**src/rtl/mem_port_arbiter_pkg.sv**
```systemverilog
// Shared definitions for the two-master external memory port arbiter.
package mem_port_arbiter_pkg;
    typedef enum logic [1:0] {
        ST_IDLE   = 2'b00,
        ST_ACCESS = 2'b01,
        ST_ACK    = 2'b10
    } arb_state_e;

    localparam logic [1:0] MODE_WORD = 2'b00;
    localparam logic [1:0] MODE_HALF = 2'b01;
    localparam logic [1:0] MODE_BYTE = 2'b10;

    localparam int DEF_ADDR_W = 16;
    localparam int DEF_DATA_W = 32;
endpackage

```
**src/rtl/mem_port_arbiter.sv**
```systemverilog
// Round-robin arbiter sharing one fixed-latency memory port between the core
// (requester 0) and the loader/debug master (requester 1).
module mem_port_arbiter
    import mem_port_arbiter_pkg::*;
#(
    parameter int ACCESS_CYCLES = 1,
    parameter int ADDR_W        = DEF_ADDR_W,
    parameter int DATA_W        = DEF_DATA_W
) (
    input  logic              clk,
    input  logic              reset,
    input  logic              rq0_req,
    input  logic              rq0_we,
    input  logic [1:0]        rq0_mode,
    input  logic [ADDR_W-1:0] rq0_addr,
    input  logic [DATA_W-1:0] rq0_wdata,
    output logic              rq0_ack,
    output logic [DATA_W-1:0] rq0_rdata,
    input  logic              rq1_req,
    input  logic              rq1_we,
    input  logic [1:0]        rq1_mode,
    input  logic [ADDR_W-1:0] rq1_addr,
    input  logic [DATA_W-1:0] rq1_wdata,
    output logic              rq1_ack,
    output logic [DATA_W-1:0] rq1_rdata,
    output logic              mem_we,
    output logic [1:0]        mem_mode,
    output logic [ADDR_W-1:0] mem_addr,
    output logic [DATA_W-1:0] mem_wdata,
    input  logic [DATA_W-1:0] mem_rdata
);
    localparam int               CNT_W    = $clog2(ACCESS_CYCLES) + 1;
    localparam logic [CNT_W-1:0] CNT_LOAD = CNT_W'(ACCESS_CYCLES - 1);

    typedef struct packed {
        logic              we;
        logic [1:0]        mode;
        logic [ADDR_W-1:0] addr;
        logic [DATA_W-1:0] wdata;
    } cmd_t;

    arb_state_e        state_q, state_d;
    cmd_t              cmd_q, cmd0, cmd1;
    logic              owner_q, last_grant_q;
    logic [CNT_W-1:0]  cnt_q;
    logic [DATA_W-1:0] rdata0_q, rdata1_q;
    logic              gnt_vld, gnt_sel;

    assign cmd0 = {rq0_we, rq0_mode, rq0_addr, rq0_wdata};
    assign cmd1 = {rq1_we, rq1_mode, rq1_addr, rq1_wdata};

    // On a tie the requester that did not win last time gets the port.
    always_comb begin
        gnt_vld = rq0_req | rq1_req;
        gnt_sel = 1'b0;
        if (rq0_req && rq1_req) gnt_sel = ~last_grant_q;
        else if (rq1_req)       gnt_sel = 1'b1;
    end

    always_comb begin
        state_d = state_q;
        case (state_q)
            ST_IDLE:   if (gnt_vld) state_d = ST_ACCESS;
            ST_ACCESS: if (cnt_q == '0) state_d = ST_ACK;
            ST_ACK:    state_d = ST_IDLE;
            default:   state_d = ST_IDLE;
        endcase
    end

    always_ff @(posedge clk or negedge reset) begin
        if (!reset) state_q <= ST_IDLE;
        else        state_q <= state_d;
    end

    always_ff @(posedge clk or negedge reset) begin
        if (!reset) begin
            cmd_q        <= '0;
            owner_q      <= 1'b0;
            last_grant_q <= 1'b1;
            cnt_q        <= '0;
            rdata0_q     <= '0;
            rdata1_q     <= '0;
        end else if (state_q == ST_IDLE && gnt_vld) begin
            cmd_q        <= gnt_sel ? cmd1 : cmd0;
            owner_q      <= gnt_sel;
            last_grant_q <= gnt_sel;
            cnt_q        <= CNT_LOAD;
        end else if (state_q == ST_ACCESS) begin
            // Capture happens on writes too; the owner sees whatever memory returned.
            if (cnt_q == '0) begin
                if (owner_q) rdata1_q <= mem_rdata;
                else         rdata0_q <= mem_rdata;
            end else begin
                cnt_q <= cnt_q - CNT_W'(1);
            end
        end
    end

    // Write strobe only in the first access cycle (counter still at its load value).
    assign mem_we    = (state_q == ST_ACCESS) && (cnt_q == CNT_LOAD) && cmd_q.we;
    assign mem_mode  = cmd_q.mode;
    assign mem_addr  = cmd_q.addr;
    assign mem_wdata = cmd_q.wdata;

    assign rq0_ack   = (state_q == ST_ACK) && !owner_q;
    assign rq1_ack   = (state_q == ST_ACK) &&  owner_q;
    assign rq0_rdata = rdata0_q;
    assign rq1_rdata = rdata1_q;
endmodule

```
**config.mk**
```make
export PLATFORM = sky130hd
export DESIGN_NAME = mem_port_arbiter
export DESIGN_NICKNAME = d
export VERILOG_FILES = /design/src/rtl/mem_port_arbiter_pkg.sv /design/src/rtl/mem_port_arbiter.sv
export SDC_FILE = /design/constraint.sdc
export NUM_CORES = 1
export LEC_CHECK = 0
export CAP_MARGIN = 5
export CORE_MARGIN = 2
export CORE_UTILIZATION = 46
export CTS_CLUSTER_SIZE = 12
export DETAILED_ROUTE_END_ITERATION = 10
export PLACE_DENSITY = 0.91
export SKIP_CTS_REPAIR_TIMING = 1
export SLEW_MARGIN = 20
export SYNTH_ARGS = -nofsm -noshare
export SYNTH_HDL_FRONTEND = slang
export SYNTH_SLANG_ARGS = --single-unit
```
**constraint.sdc**
```tcl
create_clock -name clk -period 4.65 [get_ports clk]
set_input_delay 0.465 -clock clk [delete_from_list [all_inputs] [get_ports clk]]
set_output_delay 0.465 -clock clk [all_outputs]
set_load 0.05 [all_outputs]
```
==> metrics.txt, run 1 <==
worst setup margin 2.21 ns; global-route wire length before repair 20.3 mm; Cell Int Power approximately 4.3 mW; HP Class input port to asynchronous set/reset pin; chip height 117 um; Setup crit start state_q[0]; Area contributors post-synth dfrtp_1, mux2_4, mux2_2; total gr overflow 0; layout cells sized above 1 0.349; PwrDens 882 nW/um^2; final WL 13.2 mm; initial drt markers 174; switch share 0.444; setup_tns 0 ns; sequential share of the synthesized area 0.507; Setup crit start kind flip-flop; maximum clock path buffer count 2; clk root buf clkbuf_16; # nets final a little over 700; core area 12,500 um^2; most frequent cells in the layout clkdlybuf4s50_1, dfrtp_1, mux2_4; P&R area growth vs syn 48.0%; Clock power frac 0.169; fillers 869; initial antenna violation count 0; leading cell type in the layout, fill and taps excluded clkdlybuf4s50_1; status finished clean; I/O Buffers around 250; H-tree Lvls 4; vias per cell just under 5; reg2reg end mem_wdata[10]; endpoints failing hold 0; Post-synth ARST share 1.00; Peak VDD IR slightly below 400 uV; I/O Pins 255; Max stage delay on crit path a little over 0.8 ns; Wirelength per Cell around 17 um; Final period util 0.526; post-synth cell types 21; gp weighted congestion 0.756; CP delay by family, top buffers and inverters; combinational power share 0.583; area of the multi-input gates 2330 um^2; Clock transition at path regs ~0.060 ns; Std-Cell Rows 41; share of the synthesized area in the top cell type 0.503; Worst Path Max Fanout 5; Main synth FF type dfrtp_1; Post-Synthesis Cells 367; Crit Path Category flip-flop to primary output; largest net degree at the start of global routing 73; worst-margin pin slew 1.07 ns; R2R depth 3; vias in the first global route about 3,900; slowest cell on the critical path clkdlybuf4s50_1; drt first pass iters 4; RSZ-0062 raised after global routing no; DRC Markers 0; Fin Hold WS 0.171 ns; initial core utilization 0.469; worst path bufs/invs 1; synthesized area 5870 um^2; final count of negative-setup-slack endpoints 0; Setup Skew 0.00517 ns; Period minus WS final 2.44 ns; FF+latch count, synth 119; reg2reg setup slack 2.45 ns; Worst setup EP type primary output; Seq. cell area roughly 3000 um^2; CTS tree yes; dpl hpwl 9.65 mm; Detail Route Antenna Nets 0; Place WS between 1.5 and 2 ns; Rel. slew slack 0.288; vias 3,652; die area 13,700 um^2; Die Width 117 um; crit path DAT 1.98 ns; YS warnings 0; Post-synth EDFFs 0; Syn Area/Cell 16.0 um^2; critical path data required time 4.18 ns; Max Cap Viol 0; leakage power 3.80 nW; antenna cells 0; TritonCTS Sinks ~120; gr usage total 0.196; R2R Path Start last_grant_q; Psw approximately 3.4 mW; CTS buffer count 17; Worst-Skew Late Latency ~0.40 ns; fin. max-slew vios 0; syn_nets 505; post-synth top area cell dfrtp_1; Fmax about 410 MHz; crit path cell chain nor2b_2 > and2_1 > clkdlybuf4s50_1; Seq pwr share 0.248
[through the flow]
step	util	total power, mW	instance area [um^2]	cells
6_report	0.694	7.66	8690	759
5_1_grt	0.694	7.98	8690	759
4_1_cts	0.694	7.73	8690	759
3_5_place_dp	0.647	6.40	8090	727
3_3_place_gp	0.647	6.30	8090	727
2_1_floorplan	-	5.31	5870	367
[power groups by stage]
| stage | Combinational, mW | Sequential (mW) | Clock (mW) |
|---|---|---|---|
| 6_report | 4.47 | 1.90 | 1.30 |
| 3_3_place_gp | 4.42 | 1.88 | 0 |
| 4_1_cts | 4.50 | 1.91 | 1.32 |
| 2_1_floorplan | 2.47 | 2.84 | 0 |
| 3_5_place_dp | 4.49 | 1.91 | 0 |
| 5_1_grt | 4.64 | 1.96 | 1.37 |
[sequential cells by signal, summed over array words and instances, names as in the netlist]
signal / cells
mem_wdata: 32
rq0_rdata: 32
rq1_rdata: 32
mem_addr: 16
mem_mode: 2
state_q: 2
cmd_q: 1
last_grant_q: 1
owner_q: 1
[per-layer routing]
layer | track usage | routed length, um | vias to the layer above | part of all wire
met5 | 0 | 0 | - | 0
met4 | 0.0667 | 159 | 0 | 0.012
met3 | 0.0644 | 1040 | 13 | 0.079
met2 | 0.351 | 7060 | 166 | 0.54
met1 | 0.220 | 4920 | 1821 | 0.37
li1 | - | - | 1652 | -
[cells by family after synthesis]
group	synth area share
muxes	0.381
DFF	0.507
buffers and inverters	0.0980
and+or+nand+nor	0.00745
AOI/OAI and AO/OA	0.00639
[Yosys cell counts (2+ instances only)]
| master | count |
|---|---|
| buf_12 | 5 |
| and2_1 | 2 |
| buf_2 | 4 |
| nor3b_1 | 2 |
| mux2_4 | 98 |
| mux2_2 | 67 |
| buf_4 | 58 |
| dfrtp_1 | 118 |
[worst max-delay path by stage]
stage                    end  depth (start not counted)
2_1_floorplan        rq0_ack                          1
4_1_cts               mem_we                          3
5_1_grt               mem_we                          3
6_report              mem_we                          3
3_5_place_dp   mem_wdata[11]                          4
3_3_place_gp   mem_wdata[10]                          4
[layout make-up]
cell class | count | area share
well taps | 172 | 0.0248
flip-flops and latches | 119 | 0.343
inverters | 1 | 0.000432
multi-input cells | 178 | 0.268
clock inverters | 13 | 0.0167
repair buffers | 257 | 0.295
clock buffers | 19 | 0.0521
Power figures use the tool's default switching activity.
==> inputs of run 2 (changes only) <==
--- a/config.mk
+++ b/config.mk
@@ -7,10 +7,10 @@
 export LEC_CHECK = 0
 export CAP_MARGIN = 5
 export CORE_MARGIN = 2
-export CORE_UTILIZATION = 46
+export CORE_UTILIZATION = 39
 export CTS_CLUSTER_SIZE = 12
 export DETAILED_ROUTE_END_ITERATION = 10
-export PLACE_DENSITY = 0.91
+export PLACE_DENSITY = 0.83
 export SKIP_CTS_REPAIR_TIMING = 1
 export SLEW_MARGIN = 20
 export SYNTH_ARGS = -nofsm -noshare
==> constraint.sdc (replaced) <==
create_clock -name clk -period 2.2 [get_ports clk]
set_input_delay 0.22 -clock clk [delete_from_list [all_inputs] [get_ports clk]]
set_output_delay 0.22 -clock clk [all_outputs]
set_load 0.05 [all_outputs]
==> metrics.txt, run 2 (synthesized netlist as in run 1, its figures left out) <==
CTS tree yes; vias per cell 4.68 (-2.8%); initial antenna violation count 0 (unchanged); worst-margin pin slew 0.558 ns (-0.510 ns); slowest cell on the critical path clkdlybuf4s50_1; crit path cell chain clkdlybuf4s50_1; Wirelength per Cell 16.7 um (-4.0%); CTS buffer count 17 (unchanged); Worst Path Max Fanout 2 (-3); status finished clean; Max Cap Viol 0 (unchanged); Die Width 127 um (+8.3%); global-route wire length before repair 20.7 mm (+2.1%); drt first pass iters 4 (unchanged); most frequent cells in the layout clkdlybuf4s50_1, dfrtp_1, mux2_4; final count of negative-setup-slack endpoints 0 (unchanged); RSZ-0062 raised after global routing no; core area 14,600 um^2 (+17%); leading cell type in the layout, fill and taps excluded clkdlybuf4s50_1; critical path data required time 1.98 ns (-2.20 ns); vias in the first global route 3,962 (+0.48%); crit path DAT 1.61 ns (-0.37 ns); Worst-Skew Late Latency 0.41 ns (about the same); maximum clock path buffer count 2 (unchanged); R2R Path Start state_q[0]; gp weighted congestion 0.765 (+1.2%); combinational power share 0.580 (-0.003); I/O Buffers 254 (unchanged); total gr overflow 0 (unchanged); final WL 13.0 mm (-1.7%); Setup crit start kind flip-flop; # nets final 718 (+0.84%); Detail Route Antenna Nets 0 (unchanged); fillers 1,082 (+25%); Max stage delay on crit path 0.84 ns (about the same); leakage power 3.89 nW (+2.5%); DRC Markers 0 (unchanged); Period minus WS final 1.83 ns; switch share 0.437 (-0.00792); PwrDens 1850 nW/um^2 (+110%); gr usage total 0.165 (-0.0311); Clock power frac 0.175 (+0.006); Fmax 546 MHz; chip height 127 um (+8.3%); Std-Cell Rows 44 (+7.3%); P&R area growth vs syn 50.6%; TritonCTS Sinks 119 (unchanged); fin. max-slew vios 0 (unchanged); reg2reg setup slack 0.51 ns (-1.94 ns); Crit Path Category flip-flop to primary output; H-tree Lvls 4 (unchanged); initial core utilization 0.401 (-0.0682); Final period util 0.832; layout cells sized above 1 0.354 (+0.00490); dpl hpwl 9.81 mm (+1.7%); Psw 7.15 mW (+110%); endpoints failing hold 0 (unchanged); Power, Total 16.4 mW (+110%); clk root buf clkbuf_16; I/O Pins 255 (unchanged); Peak VDD IR 946 uV (+140%); Rel. slew slack 0.627 (+0.339); R2R depth 4 (+1); Worst setup EP type primary output; largest net degree at the start of global routing 71 (-2.7%); HP Class input port to asynchronous set/reset pin; die area 16,100 um^2 (+17%); reg2reg end rq0_rdata[23]; CP delay by family, top buffers and inverters; setup_tns 0 ns (unchanged); Cell Int Power 9.23 mW (+120%); worst path bufs/invs 1 (unchanged); Clock transition at path regs 0.06 ns (about the same); antenna cells 0 (unchanged); Setup Skew 0.00808 ns (+0.00291 ns); initial drt markers 101 (-42%); Seq pwr share 0.245 (-0.003); vias 3,635 (-0.47%)
[run 2: area by class of cell]
class,instances,area [um^2],share of cell area
inverter,1,3.75,0.000424
timing repair buffer,263,2680,0.302
clock inverter,10,143,0.0161
tap,184,230,0.0260
clock buffer,22,484,0.0547
multi-input combinational,178,2330,0.264
sequential,119,2980,0.337
[run 2: per-stage QoR]
stage	hold WS, ns	instances	setup WS (ns)	utilization	area (um^2)
3_3_place_gp	0.0899	744	0.319	0.560	8210
5_1_grt	0.209	777	0.311	0.604	8850
4_1_cts	-0.348	776	0.0383	0.603	8830
2_1_floorplan	-0.0756	367	0.411	-	5870
6_report	0.216	777	0.369	0.604	8850
3_5_place_dp	0.0950	744	0.284	0.560	8210
[run 2: worst max path at each step]
stage / start / to / slack (ns) / cells after the start
finish: mem_wdata[0] / mem_wdata[0] / 0.37 / 1
global route: mem_addr[8] / mem_addr[8] / 0.31 / 1
CTS: owner_q / rq1_ack / 0.04 / 3
detailed placement: rq0_req / mem_wdata[11] / 0.28 / 5
global placement: rq1_req / mem_wdata[1] / 0.32 / 5
floorplan: state_q[0] / rq0_ack / 0.41 / 1
[run 2: metal layers]
metal	vias up	global-route usage	routed length, um
met4	0	0.0627	258
met3	21	0.0620	1090
met2	181	0.271	6340
met1	1764	0.198	5260
li1	1669	-	-
met5	-	0	0
[run 2: power groups by stage]
stage / Combinational, mW / Clock [mW] / Sequential [mW]
global placement: 9.43 / 0 / 3.99
finish: 9.50 / 2.86 / 4.01
global route: 9.84 / 3.03 / 4.17
detailed placement: 9.58 / 0 / 4.03
floorplan: 5.22 / 0 / 6.01
CTS: 9.58 / 2.94 / 4.03
